File: src/rtl/bcd_dec_pkg.sv
// ---------------------------------------------------------------------------
// bcd_dec_pkg
// Shared constants and types for the BCD scan decoder slice.
//   ONEHOT_W : width of a one-hot decimal decode (digits 0..9)
//   BCD_MAX  : largest legal BCD code
//   state_t  : scan FSM state (IDLE = nothing loaded, SCAN = frame running)
// ---------------------------------------------------------------------------
package bcd_dec_pkg;

  localparam int         ONEHOT_W = 10;
  localparam logic [3:0] BCD_MAX  = 4'd9;

  typedef enum logic {
    IDLE = 1'b0,
    SCAN = 1'b1
  } state_t;

endpackage

File: src/rtl/bcd_scan_decoder_if.sv
// ---------------------------------------------------------------------------
// bcd_scan_decoder_if
// Load handshake and display bus of the BCD scan decoder.
//   in_valid  : source has a packed BCD word on in_bcd
//   in_ready  : decoder can take a word this cycle
//   in_bcd    : packed BCD word, digit 0 in bits [3:0]
//   err_clr   : clears the sticky invalid-code flag
//   dig_sel   : one-hot active digit (all zero when idle)
//   dec_out   : one-hot decimal decode of the active digit
//   err       : sticky flag, a loaded word held a code above 9
//   scan_wrap : pulse on the last cycle of every frame
// Modports: master = word source / display consumer, slave = decoder.
// ---------------------------------------------------------------------------
interface bcd_scan_decoder_if
  import bcd_dec_pkg::*;
#(
  parameter int DIGITS = 4
) ();

  logic                    in_valid;
  logic                    in_ready;
  logic [4*DIGITS-1:0]     in_bcd;
  logic                    err_clr;
  logic [DIGITS-1:0]       dig_sel;
  logic [ONEHOT_W-1:0]     dec_out;
  logic                    err;
  logic                    scan_wrap;

  modport master (
    output in_valid, in_bcd, err_clr,
    input  in_ready, dig_sel, dec_out, err, scan_wrap
  );

  modport slave (
    input  in_valid, in_bcd, err_clr,
    output in_ready, dig_sel, dec_out, err, scan_wrap
  );

endinterface

File: src/rtl/bcd_onehot_dec.sv
// ---------------------------------------------------------------------------
// bcd_onehot_dec
// Combinational 8421 BCD to 10-line one-hot decoder.
//   i_bcd     : 4-bit BCD code
//   o_onehot  : bit n set for code n; all zero for codes 10..15
//   o_invalid : high for codes 10..15
// ---------------------------------------------------------------------------
module bcd_onehot_dec
  import bcd_dec_pkg::*;
(
  input  logic [3:0]          i_bcd,
  output logic [ONEHOT_W-1:0] o_onehot,
  output logic                o_invalid
);

  // Codes above 9 have no decimal line, so they decode to an empty vector.
  always_comb begin
    o_invalid = (i_bcd > BCD_MAX);
    o_onehot  = '0;
    if (!o_invalid) begin
      o_onehot = ONEHOT_W'(1) << i_bcd;
    end
  end

endmodule

File: src/rtl/bcd_scan_decoder.sv
// ---------------------------------------------------------------------------
// bcd_scan_decoder
// Holds a DIGITS-wide packed BCD word and scans it one digit at a time,
// showing each digit for SCAN_DIV cycles. New words are only taken at a
// frame boundary so the display never shows a mix of two words.
//   clk   : rising-edge clock
//   rst_n : asynchronous active-low reset
//   bus   : bcd_scan_decoder_if.slave (load handshake + display outputs)
// Parameters: DIGITS (>= 2), SCAN_DIV (>= 1).
// Optional build macro: LEADING_ZERO_BLANK_EN - blank digits above the most
// significant non-zero digit (digit 0 always shown).
// ---------------------------------------------------------------------------
module bcd_scan_decoder
  import bcd_dec_pkg::*;
#(
  parameter int DIGITS   = 4,
  parameter int SCAN_DIV = 4
) (
  input  logic                  clk,
  input  logic                  rst_n,
  bcd_scan_decoder_if.slave     bus
);

  localparam int               W_WORD  = 4 * DIGITS;
  localparam int               DI_W    = $clog2(DIGITS);
  localparam int               PC_W    = (SCAN_DIV > 1) ? $clog2(SCAN_DIV) : 1;
  localparam logic [DI_W-1:0]  DI_LAST = DI_W'(DIGITS - 1);
  localparam logic [PC_W-1:0]  PC_LAST = PC_W'(SCAN_DIV - 1);

  state_t                r_state;
  state_t                w_next_state;
  logic [PC_W-1:0]       r_pc;
  logic [PC_W-1:0]       w_next_pc;
  logic [DI_W-1:0]       r_di;
  logic [DI_W-1:0]       w_next_di;
  logic [W_WORD-1:0]     r_word;
  logic [W_WORD-1:0]     w_next_word;
  logic [DIGITS-1:0]     r_dig_sel;
  logic [DIGITS-1:0]     w_next_sel;
  logic [ONEHOT_W-1:0]   r_dec_out;
  logic [ONEHOT_W-1:0]   w_next_dec;
  logic                  r_err;
  logic                  w_frame_end;
  logic                  w_ready;
  logic                  w_accept;
  logic [3:0]            w_next_code;
  logic [ONEHOT_W-1:0]   w_next_onehot;
  logic                  w_next_invalid;
  logic [DIGITS-1:0]     w_in_invalid;
  logic                  w_next_blanked;

`ifdef LEADING_ZERO_BLANK_EN
  logic [ONEHOT_W-1:0]   w_in_onehot [DIGITS];
  logic [DIGITS-1:0]     w_in_blank;
  logic [DIGITS-1:0]     w_next_blank;
  logic [DIGITS-1:0]     r_blank;
`endif

  // One decoder per incoming digit, used at load time to spot invalid codes
  // (and zero digits for leading-zero blanking).
  for (genvar g = 0; g < DIGITS; g++) begin : gen_in_dec
    bcd_onehot_dec u_in_dec (
      .i_bcd     (bus.in_bcd[4*g +: 4]),
`ifdef LEADING_ZERO_BLANK_EN
      .o_onehot  (w_in_onehot[g]),
`else
      .o_onehot  (),
`endif
      .o_invalid (w_in_invalid[g])
    );
  end

`ifdef LEADING_ZERO_BLANK_EN
  // Walk down from the top digit: a digit is blanked while every digit from
  // it upwards is zero. Digit 0 is excluded so a zero word still shows "0".
  always_comb begin
    logic upper_zero;
    upper_zero = 1'b1;
    w_in_blank = '0;
    for (int i = DIGITS - 1; i >= 1; i--) begin
      upper_zero    = upper_zero && (w_in_onehot[i] == ONEHOT_W'(1));
      w_in_blank[i] = upper_zero;
    end
  end
`endif

  // Frame boundary and handshake. Ready is purely a function of the scan
  // position so a source can never create a combinational loop through it.
  always_comb begin
    w_frame_end = (r_di == DI_LAST) && (r_pc == PC_LAST);
    w_ready     = (r_state == IDLE) || w_frame_end;
    w_accept    = bus.in_valid && w_ready;
  end

  // Next-state logic for the FSM, scan counters and holding register. An
  // accepted load restarts the frame at digit 0; otherwise the prescaler
  // runs and the digit index steps each time the prescaler wraps.
  always_comb begin
    w_next_state = r_state;
    w_next_pc    = r_pc;
    w_next_di    = r_di;
    w_next_word  = r_word;

    case (r_state)
      IDLE:    if (w_accept) w_next_state = SCAN;
      SCAN:    w_next_state = SCAN;
      default: w_next_state = IDLE;
    endcase

    if (w_accept) begin
      w_next_pc   = '0;
      w_next_di   = '0;
      w_next_word = bus.in_bcd;
    end else if (r_state == SCAN) begin
      if (r_pc == PC_LAST) begin
        w_next_pc = '0;
        w_next_di = (r_di == DI_LAST) ? '0 : r_di + 1'b1;
      end else begin
        w_next_pc = r_pc + 1'b1;
      end
    end
  end

  // The display outputs are registered, so they are computed from the
  // *next* word and digit index; this keeps dig_sel/dec_out aligned with
  // the counters and lets a fresh word appear the cycle after it is taken.
  always_comb begin
    w_next_code    = '0;
    w_next_sel     = '0;
    w_next_blanked = 1'b0;
`ifdef LEADING_ZERO_BLANK_EN
    w_next_blank   = w_accept ? w_in_blank : r_blank;
`endif
    for (int i = 0; i < DIGITS; i++) begin
      if (w_next_di == DI_W'(i)) begin
        w_next_code   = w_next_word[4*i +: 4];
        w_next_sel[i] = (w_next_state == SCAN);
`ifdef LEADING_ZERO_BLANK_EN
        w_next_blanked = w_next_blank[i];
`endif
      end
    end
  end

  bcd_onehot_dec u_disp_dec (
    .i_bcd     (w_next_code),
    .o_onehot  (w_next_onehot),
    .o_invalid (w_next_invalid)
  );

  // Nothing is lit while idle; blanked or invalid digits keep their select
  // line but show an empty decode.
  always_comb begin
    w_next_dec = '0;
    if ((w_next_state == SCAN) && !w_next_invalid && !w_next_blanked) begin
      w_next_dec = w_next_onehot;
    end
  end

  // State, counters, held word and display registers. Reset discards the
  // held word and returns to IDLE immediately.
  always_ff @(posedge clk or negedge rst_n) begin
    if (!rst_n) begin
      r_state   <= IDLE;
      r_pc      <= '0;
      r_di      <= '0;
      r_word    <= '0;
      r_dig_sel <= '0;
      r_dec_out <= '0;
`ifdef LEADING_ZERO_BLANK_EN
      r_blank   <= '0;
`endif
    end else begin
      r_state   <= w_next_state;
      r_pc      <= w_next_pc;
      r_di      <= w_next_di;
      r_word    <= w_next_word;
      r_dig_sel <= w_next_sel;
      r_dec_out <= w_next_dec;
`ifdef LEADING_ZERO_BLANK_EN
      r_blank   <= w_next_blank;
`endif
    end
  end

  // Sticky error flag. Setting takes priority over a simultaneous clear so
  // a bad word loaded while software is clearing is never lost.
  always_ff @(posedge clk or negedge rst_n) begin
    if (!rst_n) begin
      r_err <= 1'b0;
    end else if (w_accept && (|w_in_invalid)) begin
      r_err <= 1'b1;
    end else if (bus.err_clr) begin
      r_err <= 1'b0;
    end
  end

  assign bus.in_ready  = w_ready;
  assign bus.dig_sel   = r_dig_sel;
  assign bus.dec_out   = r_dec_out;
  assign bus.err       = r_err;
  assign bus.scan_wrap = (r_state == SCAN) && w_frame_end;

endmodule

File: src/flat_wrapper.sv
// flat-port wrapper written by rule: the top's interface ports become plain ports
module bcd_scan_decoder_flat import bcd_dec_pkg::*;
#(
  parameter int DIGITS   = 4,
  parameter int SCAN_DIV = 4
)
  (clk, rst_n, bus_in_valid, bus_in_bcd, bus_err_clr, bus_in_ready, bus_dig_sel, bus_dec_out, bus_err, bus_scan_wrap);
  bcd_scan_decoder_if #(.DIGITS(DIGITS)) bus_i ();
  input  logic clk;
  input  logic rst_n;
  input wire logic [$bits(bus_i.in_valid)-1:0] bus_in_valid;
  input wire logic [$bits(bus_i.in_bcd)-1:0] bus_in_bcd;
  input wire logic [$bits(bus_i.err_clr)-1:0] bus_err_clr;
  output wire logic [$bits(bus_i.in_ready)-1:0] bus_in_ready;
  output wire logic [$bits(bus_i.dig_sel)-1:0] bus_dig_sel;
  output wire logic [$bits(bus_i.dec_out)-1:0] bus_dec_out;
  output wire logic [$bits(bus_i.err)-1:0] bus_err;
  output wire logic [$bits(bus_i.scan_wrap)-1:0] bus_scan_wrap;
  assign bus_i.in_valid = bus_in_valid;
  assign bus_i.in_bcd = bus_in_bcd;
  assign bus_i.err_clr = bus_err_clr;
  assign bus_in_ready = bus_i.in_ready;
  assign bus_dig_sel = bus_i.dig_sel;
  assign bus_dec_out = bus_i.dec_out;
  assign bus_err = bus_i.err;
  assign bus_scan_wrap = bus_i.scan_wrap;
  bcd_scan_decoder #(.DIGITS(DIGITS), .SCAN_DIV(SCAN_DIV)) u_core (.clk(clk), .rst_n(rst_n), .bus(bus_i));
endmodule
File: config.mk
export PLATFORM = sky130hd
export DESIGN_NAME = bcd_scan_decoder_flat
export DESIGN_NICKNAME = d
export VERILOG_FILES = /design/src/rtl/bcd_dec_pkg.sv /design/src/rtl/bcd_scan_decoder_if.sv /design/src/rtl/bcd_onehot_dec.sv /design/src/rtl/bcd_scan_decoder.sv /design/src/flat_wrapper.sv
export SDC_FILE = /design/constraint.sdc
export NUM_CORES = 1
export LEC_CHECK = 0
export ABC_CLOCK_PERIOD_IN_PS = 1960
export CAP_MARGIN = 20
export CORE_MARGIN = 2
export CORE_UTILIZATION = 40
export CTS_CLUSTER_DIAMETER = 100
export DETAILED_ROUTE_END_ITERATION = 8
export HOLD_SLACK_MARGIN = 0.02
export PLACE_DENSITY = 0.68
export SLEW_MARGIN = 30
export SYNTH_ARGS = -nofsm -noshare
export SYNTH_HDL_FRONTEND = slang
export SYNTH_SLANG_ARGS = --single-unit
File: constraint.sdc
create_clock -name clk -period 1.96 [get_ports clk]
set_input_delay 0.196 -clock clk [delete_from_list [all_inputs] [get_ports clk]]
set_output_delay 0.196 -clock clk [all_outputs]
set_load 0.005 [all_outputs]
# [Yosys cells after proc, flatten, opt, wreduce, memory -nomap -nowiden]
# Index checks and enable logic that the tools add are counted.
# W data, S select, Z words.
[totals] ff_bits=36 latch_bits=0 mem_bits_rw=0 romBits=0 in_bits=20 out_inout_bits=17 wordCells=54 memories=0
[classes] addsub=2 multipliers=0 n_div=0 n_lt_le_gt_ge=5 eq_ne=5 n_shift=1 mux=22 bitwise_logic=1 reduce_logical=11
[ops] cell="$gt A4 B4 Y1 const B" n=5
[ops] cell="$mux W10" n=2
[ops] cell="$mux W16" n=1
[ops] cell="$mux W4" n=4
[ops] cell="$mux W2" n=7
[ops] cell="$shl A1 B4 Y10 const A" n=1
[ops] cell="$eq A2 B2 Y1 const B" n=4
[ops] cell="$mux W1" n=7
[ops] cell="$logic_and A1 B1 Y1" n=5
[ops] cell="$add A2 B1 Y2 const B" n=2
[ops] cell="$reduce_bool A2 Y1" n=2
[ops] cell="$reduce_or A4 Y1" n=1
[ops] cell="$eq A2 B1 Y1 const B" n=1
[ops] cell="$logic_not A2 Y1" n=1
[ops] cell="$pmux W1 S2" n=1
[ops] cell="$logic_not A1 Y1" n=1
[ops] cell="$logic_or A1 B1 Y1" n=1
[ops] cell="$not A1 Y1" n=1

# [Depth between registers and ports, before layout]
[depth] word_depth=14 ltp_mapped=9 mapped_depth_nobuf=8

# [Modules after synthesis]
# Synthesis repeated with hierarchy kept, for this count alone.
[hier_totals] cells_unflattened=218 area_unflattened_um2=2546.2
[by_module_without_submodules] mod="bcd_scan_decoder" n_inst=1 cells_each=143 area_each_um2=1657.8 seq_area_each_um2=900.9
[by_module_without_submodules] mod="bcd_onehot_dec" n_inst=5 cells_each=15 area_each_um2=177.7 seq_area_each_um2=0.0

# [Worst setup path before layout]
# Ideal clock, no wire load.
[synth_path] path_type="register to register" from="reg u_core.r_pc[0]" to="reg u_core.r_dec_out[9] (netlist: u_core.bus.dec_out[9])" setup_ns=0.094 arrival_time_ns=2.018 required_time_ns=1.866 slack_ns=-0.152 stages_incl_launch_ff=9 path_buffers=0 period_less_slack_ns=2.112 path_cell_list="dfrtp_1 > ha_1 > a21boi_4 > inv_4 > nand2_8 > mux2_1 > a21oi_1 > o22ai_4 > nor4b_4"
[synth_via] word_cells_on_any_way=24 cone_classes="order compare (1); eq/ne (4); shift (1); mux (12); reduce/logical (6)"
[synth_lines] item="from (decl)" line="bcd_scan_decoder.sv:32" source="logic [PC_W-1:0] r_pc;"
[synth_lines] item="from (signal assigned)" line="bcd_scan_decoder.sv:175" source="r_pc <= w_next_pc;"
[synth_lines] item="$eq A2 B2 Y1 *" line="bcd_scan_decoder.sv:90" source="w_frame_end = (r_di == DI_LAST) && (r_pc == PC_LAST);"
[synth_lines] item="$logic_and A1 B1 Y1 *" line="bcd_scan_decoder.sv:90"
[synth_lines] item="$logic_or A1 B1 Y1 *" line="bcd_scan_decoder.sv:91" source="w_ready = (r_state == IDLE) || w_frame_end;"
[synth_lines] item="via bus_in_ready" line="flat_wrapper.sv:14" source="output wire logic [$bits(bus_i.in_ready)-1:0] bus_in_ready;"
[synth_lines] item="$logic_and A1 B1 Y1 *" line="bcd_scan_decoder.sv:92" source="w_accept = bus.in_valid && w_ready;"
[synth_lines] item="$mux W16 *" line="bcd_scan_decoder.sv:110" source="if (w_accept) begin"
[synth_lines] item="via u_core.w_next_word[5]" line="bcd_scan_decoder.sv:37" source="logic [W_WORD-1:0] w_next_word;"
[synth_lines] item="$mux W4 * (3 in a row)" line="bcd_scan_decoder.sv:135" source="if (w_next_di == DI_W'(i)) begin"
[synth_lines] item="$gt A4 B4 Y1" line="bcd_onehot_dec.sv:18" source="o_invalid = (i_bcd > BCD_MAX);"
[synth_lines] item="$logic_not A1 Y1" line="bcd_scan_decoder.sv:155" source="if ((w_next_state == SCAN) && !w_next_invalid && !w_next_blanked) begin"
[synth_lines] item="$logic_and A1 B1 Y1" line="bcd_scan_decoder.sv:155"
[synth_lines] item="$mux W10 *" line="bcd_scan_decoder.sv:155"
[synth_lines] item="via u_core.w_next_dec[9]" line="bcd_scan_decoder.sv:41" source="logic [ONEHOT_W-1:0] w_next_dec;"
[synth_lines] item="to (signal assigned)" line="bcd_scan_decoder.sv:179" source="r_dec_out <= w_next_dec;"
[synth_lines] item="to (decl)" line="bcd_scan_decoder.sv:40" source="logic [ONEHOT_W-1:0] r_dec_out;"
# Mark *: on every way through the listed nets, which the timed path passes. The rest lies on a longest branch.
# A chain may end at the register's enable or synchronous reset.

# [Final worst setup path]
[layout_path] from="reg u_core.r_di[0]" to="reg u_core.r_dec_out[6] (netlist: u_core.bus.dec_out[6])"
[layout_via] elab_chain_cells=14 word_cells_on_any_way=26 cone_classes="add/sub (1); order compare (1); eq/ne (4); shift (1); mux (13); reduce/logical (6)"
[layout_rtl] item="from (decl)" line="bcd_scan_decoder.sv:34" source="logic [DI_W-1:0] r_di;"
[layout_rtl] item="from (signal assigned)" line="bcd_scan_decoder.sv:176" source="r_di <= w_next_di;"
[layout_rtl] item="$add A2 B1 Y2 or $eq A2 B2 Y1 (tied branches)" line="bcd_scan_decoder.sv:117, bcd_scan_decoder.sv:90"
[layout_rtl] item="$mux W2 or $logic_and A1 B1 Y1 (tied branches)" line="bcd_scan_decoder.sv:117, bcd_scan_decoder.sv:90"
[layout_rtl] item="$mux W2 or $logic_or A1 B1 Y1 (tied branches)" line="bcd_scan_decoder.sv:115, bcd_scan_decoder.sv:91"
[layout_rtl] item="$mux W2 or $logic_and A1 B1 Y1 (tied branches)" line="bcd_scan_decoder.sv:114, bcd_scan_decoder.sv:92"
[layout_rtl] item="$mux W2" line="bcd_scan_decoder.sv:110"
[layout_rtl] item="$logic_not A2 Y1" line="bcd_scan_decoder.sv:135"
[layout_rtl] item="$mux W4 (4 in a row)" line="bcd_scan_decoder.sv:135"
[layout_rtl] item="$gt A4 B4 Y1" line="bcd_onehot_dec.sv:18"
[layout_rtl] item="$logic_not A1 Y1" line="bcd_scan_decoder.sv:155"
[layout_rtl] item="$logic_and A1 B1 Y1" line="bcd_scan_decoder.sv:155"
[layout_rtl] item="$mux W10 *" line="bcd_scan_decoder.sv:155"
[layout_rtl] item="via u_core.w_next_dec[6]" line="bcd_scan_decoder.sv:41"
# Marked as above.

==> out/metrics.cfg <==
[sta]
fmax_mhz=470
period_minus_slack_ns=2.13
setup_viol_count_final=10
fin_ws_ns=-0.167
fin_crit_sh=1.09
slew_headroom=0.695
fin_skew_ns=0.00290
hold_viol_final=0
worst_slew_pin_slew_ns=0.458
tns_ns=-1.27
slew_viol_final=0
rsz0062_at_grt=yes

[floorplan]
coreArea_um2=4320
die_h_um=70.6
ios=37
num_rows=24
die_w_um=70.6
start_util=0.410
dieArea_um2=4980

[power_and_ir_drop]
p_leak_nw=1.17
p_per_area_nw_per_um2=1520
ir_worst_vdd_mv=0.701
finalPower_w=0.00398

[placement]
dpl.hpwl_um=3090
globalplace.congestion=0.863
io_buffers=36
place_inst=258
dp_slack_ns=-0.211

[critical_path]
cp.required_ns=2.20
arrival_ns=2.36
critPathLaunchType=flop
worst-setup-path-type=flop to flop
cp_max_fo=6
end_kind=flop

[cells_and_area]
syn2layout_area_growth_pct=47.8
final_nets=239
nFillCells=354
num_antenna_cells=0
instances_no_fill=270
drive_gt1_frac=0.362

[logic_synthesis]
synthAdderAreaFrac=0.0141
synth_top_family_by_area=simple AND/OR/NAND/NOR gates
yosysTopAreaCell=dfrtp_1
syn_avg_cell_area_um2=11.9
yosysMostFrequentCell=dfrtp_1
synth_top_area_share=0.508
synth_compound_area_frac=0.159
synthCells=149
synth_warnings=0
synth_edf_count=0
synth-seq-cells=36
synth_area_um2=1770
synth.area.top_cells=dfrtp_1 (51%), nand2_1 (6.6%), nor3b_2 (2.8%), o21ai_0 (2.8%), o22ai_4 (2.3%)
synth_xor_area_frac=0
synth.net_count=171
synth_cell_type_count=46
async_reset_ff_frac=1.00
synthSimpleGateAreaFrac=0.214
synthFlopType=dfrtp_1
muxShareOfSynthArea=0.0734
ys_seq_area_frac=0.508
synth_common_cells=dfrtp_1 (36), nand2_1 (31), o21ai_0 (10)

[detailed_routing]
wl_met1_um=1860
first_pass_iters=4
routedWlPerCell_um=16.4
post_drt_via_cell_ratio=5.29
dr_wl_met2_um=2320
top_layer=met4
final_antenna_net_count=0
vias=1429
drt-initial-drc-count=143
route.met3.wl_um=169
drc=0
finalWirelength_um=4440

[status]
violations=setup timing
outcome=complete, but fails checks

[clocking]
clk_latency_ns=0.30
htreeDepth=2
cts_sinks=36
clk_pin_slew_ns=0.07
cts_root_buf=clkbuf_8
clockBufferDepth=2
holdBufCountCts=0
cts_tree=yes
cts_buffers=5

[global_route]
first_global_vias=1530
grt_max_degree=37
grt_remaining_overflow=0
grt_first_pass_wirelength_um=7050
antenna_found_initial=0
grt_usage=0.182

[run]
maxCapViolCount=0

[hold_path]
hold_class=primary input to async pin

-- metrics by stage --
stage	cell area, um2	utilization	hold slack (ns)
detailed placement	2380	0.551	0.460
floorplan	1790	-	-0.0996
finish	2620	0.606	0.314
global route	2620	0.606	0.364
global placement	2380	0.551	0.457
CTS	2510	0.580	0.330
-- worst paths after layout --
| check | startpoint | to | slack [ns] | depth (start not counted) |
|---|---|---|---|---|
| hold / removal | rst_n | u_core.r_state | 0.31 | 2 |
| hold reg to reg | u_core.r_word[9] | u_core.r_word[9] | 0.49 | 2 |
| max in group asynchronous | rst_n | u_core.r_word[4] | 1.33 | 2 |
| min in group clk | bus_in_bcd[8] | u_core.r_word[8] | 0.44 | 3 |
| setup reg to reg | u_core.r_di[0] | u_core.bus.dec_out[6] | -0.17 | 8 |
| setup / recovery | u_core.r_di[0] | u_core.bus.dec_out[6] | -0.17 | 8 |
-- cells in the final DEF, fill, tap and decap left out, types with 4 or more instances in the layout --
master            n
a21oi_4           4
buf_4            25
clkbuf_8          5
clkdlybuf4s50_1  35
dfrtp_1          36
inv_1             5
mux2_4            5
nand2_1          29
nand3_1           4
nor3b_2           4
o21ai_0          10
-- worst max-delay path, cell delays in order (launching register included) --
cell and delay (ns):
dfrtp_1 0.43, ha_4 0.19, a21boi_4 0.23, inv_4 0.07, nand2_8 0.09, mux4_2 0.55, nor2_4 0.16, o211ai_4 0.11
and3b_1 0.23
-- power breakdown --
| group | leakage [nW] | switching [W] | total (W) | internal (W) |
|---|---|---|---|---|
| Clock | 0.0479 | 0.000284 | 0.000531 | 0.000248 |
| Combinational | 0.665 | 0.00117 | 0.00231 | 0.00114 |
| Sequential | 0.461 | 0.000127 | 0.00114 | 0.00101 |
-- metal layers --
layer  GRT usage  vias to the layer above
li1            -                      669
met1       0.222                      715
met2       0.308                       36
met3      0.0413                        9
met5           0                        -
met4      0.0818                        0
-- final cells by class --
type	instances	area (um2)	share of cell area
clock inverter	3	18.8	0.00716
inverter	7	28.8	0.0110
timing repair buffer	62	567	0.216
sequential	36	901	0.344
multi-input combinational	105	971	0.371
clock buffer	5	68.8	0.0263
tap	52	65.1	0.0248
-- sequential cells by signal, indices dropped and copies added (netlist names) --
name / flops
u_core.r_word: 16
u_core.r_di: 2
u_core.bus.dig_sel: 4
u_core.bus.err: 1
u_core.bus.dec_out: 10
u_core.r_pc: 2
u_core.r_state: 1
-- cells by family after synthesis --
| kind of cell | Yosys count |
|---|---|
| adders and majority gates | 2 |
| DFF | 36 |
| buffers and inverters | 10 |
| muxes | 10 |
| AOI/OAI and AO/OA | 29 |
| and+or+nand+nor | 62 |
-- what timing repair did --
action | 4_1_cts | 5_1_grt
hold endpoints to repair | 0 | 0
cloned | 0 | 2
pin swaps | 3 | 5
buffers inserted | 2 | 1
resized for setup | 5 | 15
endpoints found under the setup margin | 11 | 10
Note: power is estimated with default switching activity, not from simulation.
==> RTL edit 1 (same flow settings) <==
`SCAN_DIV` is set to 4 in 2 places; all go to 8.
--- a/src/rtl/bcd_scan_decoder.sv
+++ b/src/rtl/bcd_scan_decoder.sv
@@ -14,7 +14,7 @@
   import bcd_dec_pkg::*;
 #(
   parameter int DIGITS   = 4,
-  parameter int SCAN_DIV = 4
+  parameter int SCAN_DIV = 8
 ) (
   input  logic                  clk,
   input  logic                  rst_n,
--- a/src/flat_wrapper.sv
+++ b/src/flat_wrapper.sv
@@ -2,7 +2,7 @@
 module bcd_scan_decoder_flat import bcd_dec_pkg::*;
 #(
   parameter int DIGITS   = 4,
-  parameter int SCAN_DIV = 4
+  parameter int SCAN_DIV = 8
 )
   (clk, rst_n, bus_in_valid, bus_in_bcd, bus_err_clr, bus_in_ready, bus_dig_sel, bus_dec_out, bus_err, bus_scan_wrap);
   bcd_scan_decoder_if #(.DIGITS(DIGITS)) bus_i ();
Check against the original RTL: not equivalent (a bounded check fails within 10 cycles, from zero or initial values and one cycle with rst_n low).
==> RTL edit 1 against the original RTL <==
The flow still finishes with violations (setup timing). Cell area grew 2.8%. Sequential power grew 4%. Worst setup slack got worse by 0.14 ns. Sequential cell count grew 1. Area after synthesis fell by 2.5%. Via count rose by 5.5%. Combinational power grew 10%. Power is 8.2% higher. Cell count grew 5.2%. Wire length is 5.0% higher.
==> RTL edit 1: results (changes against the original RTL) <==
outcome:
  status: "finished, violations left"
  violations: "setup timing"
synthesis:
  asyncSetResetFlopFracSynth_pct: 100.0  # unchanged
  synth_seq_area_share_pct: 53.55  # +2.7 points
  syn_nets: 177  # +3.5%
  ys_top_cells_by_count: "dfrtp_1, nand2_1, o21ai_0, a21oi_1, inv_1"
  synth_area_leaders: "dfrtp_1, nand2_1, o21ai_0"
  synth_cell_types: 46  # unchanged
  avgSynthCellArea_sq_um: 11.23  # -5.6%
  ys_warn_count: 0  # unchanged
  yosys_most_used_dff: "dfrtp_1"
detailed_routing:
  vias: 1507  # +5.5%
  via_per_inst: 5.306  # +0.26%
  drt-total-wl_um: 4658  # +5.0%
  drt_iter0_markers: 59  # -59%
  drtPass1Iterations: 4  # unchanged
finish:
  regMostFlops: "u_core.r_word"
  n_antenna_cell: 0  # unchanged
  fin_nets: 256  # +7.1%
  drive_gt1_share_pct: 37.18  # +0.94 points
  largest_reg_flops: 16  # unchanged
  fill_cells: 309  # -13%
place:
  place_ws_ns: -0.3212  # -0.1099 ns
  numPlacedInstances: 268  # +3.9%
  hpwl_um: 3082  # -0.32%
  gp_congestion: 0.9040  # +4.8%
  io_buffers: 36  # unchanged
clocking:
  cts_made_buffers: 5  # unchanged
  cts_root_buf: "clkbuf_8"
  clockBufferDepth: 2  # unchanged
  clkTransAtPathRegs_ns: 0.07  # about the same
  htree_levels: 2  # unchanged
  clock_latency_ns: 0.28  # -0.02 ns
power:
  peakVddDrop_mv: 0.7084  # +1.0%
  power.leakage_uw: 0.001234  # +5.1%
worst_setup_path:
  path_class: "flip-flop to flip-flop"
  reg2reg_from: "u_core.r_pc[0]$_DFFE_PN0N_"
  crit_path_top_delay_cell: "mux4_2"
  reg2reg_depth: 9  # +1
  max_stage_delay_ns: 0.53  # -0.02 ns
  reg2reg_to: "u_core.bus.dec_out[6]$_DFF_PN0_"
  worstPathMaxFanout: 8  # +2
global_routing:
  grt_pass1_vias: 1592  # +4.1%
  grt_util_all_layers_pct: 19.64  # +1.5 points
  grt_max_degree: 38  # +2.7%
  antenna_found_initial: 0  # unchanged
  grt_pass1_wl_um: 7452  # +5.7%
sta:
  fin_ws_ns: -0.3035  # -0.1368 ns
  setup_viol: 10  # unchanged
  drv_slew: 0  # unchanged
  tightestPinTransition_ns: 0.4792  # +0.02125 ns
  finalClockSkew_ns: 0.004619  # +0.001717 ns
worst_hold_path:
  hold_path.class: "input pin to asynchronous set/reset pin"
[RTL edit 1: logic make-up (layout without fill, tap and decap cells)]
| group | Yosys count | count (layout) | share of synthesized area [%] |
|---|---|---|---|
| AOI/OAI and AO/OA | 30 | 32 | 13.68 |
| adders and majority gates | 3 | 3 | 2.171 |
| buffers and inverters | 10 | 88 | 3.039 |
| DFF | 37 | 37 | 53.55 |
| muxes | 10 | 10 | 7.814 |
| and+or+nand+nor | 64 | 64 | 19.76 |
[RTL edit 1: area by class of cell]
cell class / instances / area share, %
clock buffer: 7 / 3.578
sequential: 37 / 34.39
clock inverter: 1 / 0.1859
tap: 50 / 2.323
timing repair buffer: 73 / 23.75
multi-input combinational: 109 / 34.71
inverter: 7 / 1.069
[RTL edit 1: how the worst min path moves through the flow]
stage	end	slack (ns)	cells after the start
3_3_place_gp	u_core.r_word[15]$_DFF_PN0_	0.46	2
2_1_floorplan	u_core.bus.dec_out[0]$_DFF_PN0_	-0.1	0
5_1_grt	u_core.r_word[9]$_DFF_PN0_	0.37	2
3_5_place_dp	u_core.r_word[15]$_DFF_PN0_	0.47	2
6_report	u_core.r_pc[1]$_DFFE_PN0N_	0.33	2
4_1_cts	u_core.r_pc[1]$_DFFE_PN0N_	0.35	2
[RTL edit 1: repair_timing]
action                     in CTS  in global routing
buffers inserted                1                  5
setup endpoints to repair      11                 16
gates cloned                    1                  1
gates resized for setup         9                 19
pin swaps                       4                  6
[RTL edit 1: metrics by stage]
step	total power, uW	util, %	setup TNS, ns	instance area [sq um]
global placement	3061	58.57	-2.384	2394
finish	4305	65.89	-2.761	2693
floorplan	2400	-	-1.257	1762
CTS	3861	62.37	-2.662	2549
detailed placement	3148	58.57	-2.799	2394
global route	4600	65.89	-3.990	2693
[RTL edit 1: layer usage]
layer  global-route usage (%)  part of all wire [%]
met4                    5.983                   1.9
met3                    5.378                   5.3
met1                    22.78                    41
met5                        0                     0
met2                    35.26                    52
[RTL edit 1: power breakdown]
group,internal [uW],switching [uW],total (uW)
logic,1240,1300,2550
clock network,318,259,577
registers,1050,130,1180
total,2610,1690,4300
[RTL edit 1: worst max-delay path: cells and delay by family, from the launching register on]
family,cells,cell delay [ns]
muxes,1,0.53
DFF,1,0.40
and+or+nand+nor,3,0.47
AOI/OAI and AO/OA,2,0.35
buffers and inverters,1,0.08
adders and majority gates,2,0.37
==> RTL edit 2 (same flow settings) <==
Made on the original files. Take the reset off `r_word` and load it in a clocked block of its own.
--- a/src/rtl/bcd_scan_decoder.sv
+++ b/src/rtl/bcd_scan_decoder.sv
@@ -164,7 +164,6 @@
       r_state   <= IDLE;
       r_pc      <= '0;
       r_di      <= '0;
-      r_word    <= '0;
       r_dig_sel <= '0;
       r_dec_out <= '0;
 `ifdef LEADING_ZERO_BLANK_EN
@@ -174,13 +173,16 @@
       r_state   <= w_next_state;
       r_pc      <= w_next_pc;
       r_di      <= w_next_di;
-      r_word    <= w_next_word;
       r_dig_sel <= w_next_sel;
       r_dec_out <= w_next_dec;
 `ifdef LEADING_ZERO_BLANK_EN
       r_blank   <= w_next_blank;
 `endif
     end
+  end
+
+  always_ff @(posedge clk) begin
+    r_word <= w_next_word;
   end
 
   // Sticky error flag. Setting takes priority over a simultaneous clear so
Function: no difference found for any inputs over 10 cycles, from zero or initial values and one cycle with rst_n low; that may be too few to reach the edited logic, so the function may still have changed.
==> RTL edit 2 against the original RTL <==
The flow still finishes with violations (setup timing). Critical path depth did not move. Clock skew is 0.0050 ns higher. Power increased by 5.4%. Maximum frequency decreased by 1.0%. Sequential cell count stayed put. Area after synthesis fell by 4.5%. Cell area is 0.19% higher. Wire length fell by 3.0%. Worst setup slack worse by 0.022 ns. Largest cell class unchanged.
==> RTL edit 2: results (changes against the original RTL) <==
outcome:
  status: "finished, violations left"
  violations: "setup timing"
place:
  place_ws_ns: -0.2290  # -0.01764 ns
  hpwl_um: 3017  # -2.4%
  gp_congestion: 0.7711  # -11%
  place_area_sq_mm: 0.002302  # -3.4%
detailed_routing:
  via_per_inst: 5.058  # -4.4%
  drt_iter0_markers: 46  # -68%
  dr_wl_met2_um: 2350  # +1.2%
  dr_wl_met3_um: 196  # +16%
  drt-total-wl_um: 4303  # -3.0%
  wl_met1_um: 1688  # -9.1%
synthesis:
  synth_cell_types: 47  # +2.2%
  synth_fa_ha_area_share_pct: 1.478  # +0.067 points
  ys_top_cells_by_count: "nand2_1, dfrtp_1, dfxtp_1, o21ai_0, inv_1"
  asyncSetResetFlopFracSynth_pct: 55.56  # -44 points
  muxShareOfSynthArea_pct: 7.687  # +0.35 points
  synth_seq_area_share_pct: 48.48  # -2.3 points
  synth-compound-area-share_pct: 16.63  # +0.75 points
finish:
  fin_nets: 248  # +3.8%
  multi_input_area_sq_um: 960.9  # -1.0%
  n_antenna_cell: 0  # unchanged
  fill_cells: 307  # -13%
clocking:
  cts_setup_buffers: 5  # +3
  cts_resized: 18  # +13
  clock_latency_ns: 0.28  # -0.02 ns
global_routing:
  grt_pass1_wl_um: 7086  # +0.50%
  grt_pass1_vias: 1504  # -1.7%
  grt_max_degree: 21  # -43%
  grt_util_all_layers_pct: 18.88  # +0.71 points
power:
  peakVddDrop_mv: 0.8984  # +28%
  power.leakage_uw: 0.001137  # -3.2%
sta:
  tightestPinTransition_ns: 0.4532  # -0.004680 ns
  fin_ws_ns: -0.1885  # -0.02178 ns
  finalClockSkew_ns: 0.007885  # +0.004982 ns
  setup_viol: 10  # unchanged
RTL edit 2: changes by cell type in the layout (fill, tap and decap cells not counted), sizes merged:
cell	unedited run	this run
buf	26	36
bufinv	0	1
clkinv	3	1
clkinvlp	0	1
dfrtp	36	20
dfxtp	0	16
o22ai	4	3
RTL edit 2: where the power goes:
group / switching (uW) / internal (uW)
logic: 1180 / 1230
registers: 128 / 1020
clock network: 260 / 376
total: 1570 / 2620
RTL edit 2: cell type report:
type                            instances  share of cell area [%]
Clock buffer                            5                   2.622
Clock inverter                          3                   1.621
Inverter                                7                   1.096
Multi-Input combinational cell        104                   36.61
Sequential cell                        36                   31.27
Tap cell                               50                   2.383
Timing Repair Buffer                   72                   24.40
RTL edit 2: path summary, 6_finish.rpt:
path                                          start                               to  slack, ns  cells after the start
min                                           rst_n       u_core.r_pc[0]$_DFFE_PN0N_       0.26                      2
max                        u_core.r_di[1]$_DFF_PN0_  u_core.bus.dec_out[6]$_DFF_PN0_      -0.19                      8
max in group asynchronous                     rst_n  u_core.bus.dec_out[1]$_DFF_PN0_       1.49                      2
min in group clk                      bus_in_bcd[8]         u_core.r_word[8]$_DFF_P_       0.45                      3
max reg2reg                u_core.r_di[1]$_DFF_PN0_  u_core.bus.dec_out[6]$_DFF_PN0_      -0.19                      8
min reg2reg                u_core.r_word[7]$_DFF_P_         u_core.r_word[7]$_DFF_P_       0.45                      2
RTL edit 2: through the flow:
stage                     std cells  TNS, ns
after global placement          258   -1.098
after CTS                       272   -1.366
after detailed placement        258   -1.754
final                           277   -1.579
after global routing            277   -2.457
after floorplan                 149  -0.4993
RTL edit 2: layer usage:
layer | vias up | GRT usage, %
li1 | 680 | -
met1 | 672 | 20.97
met2 | 41 | 34.62
met3 | 8 | 5.409
met4 | 0 | 5.664
met5 | - | 0
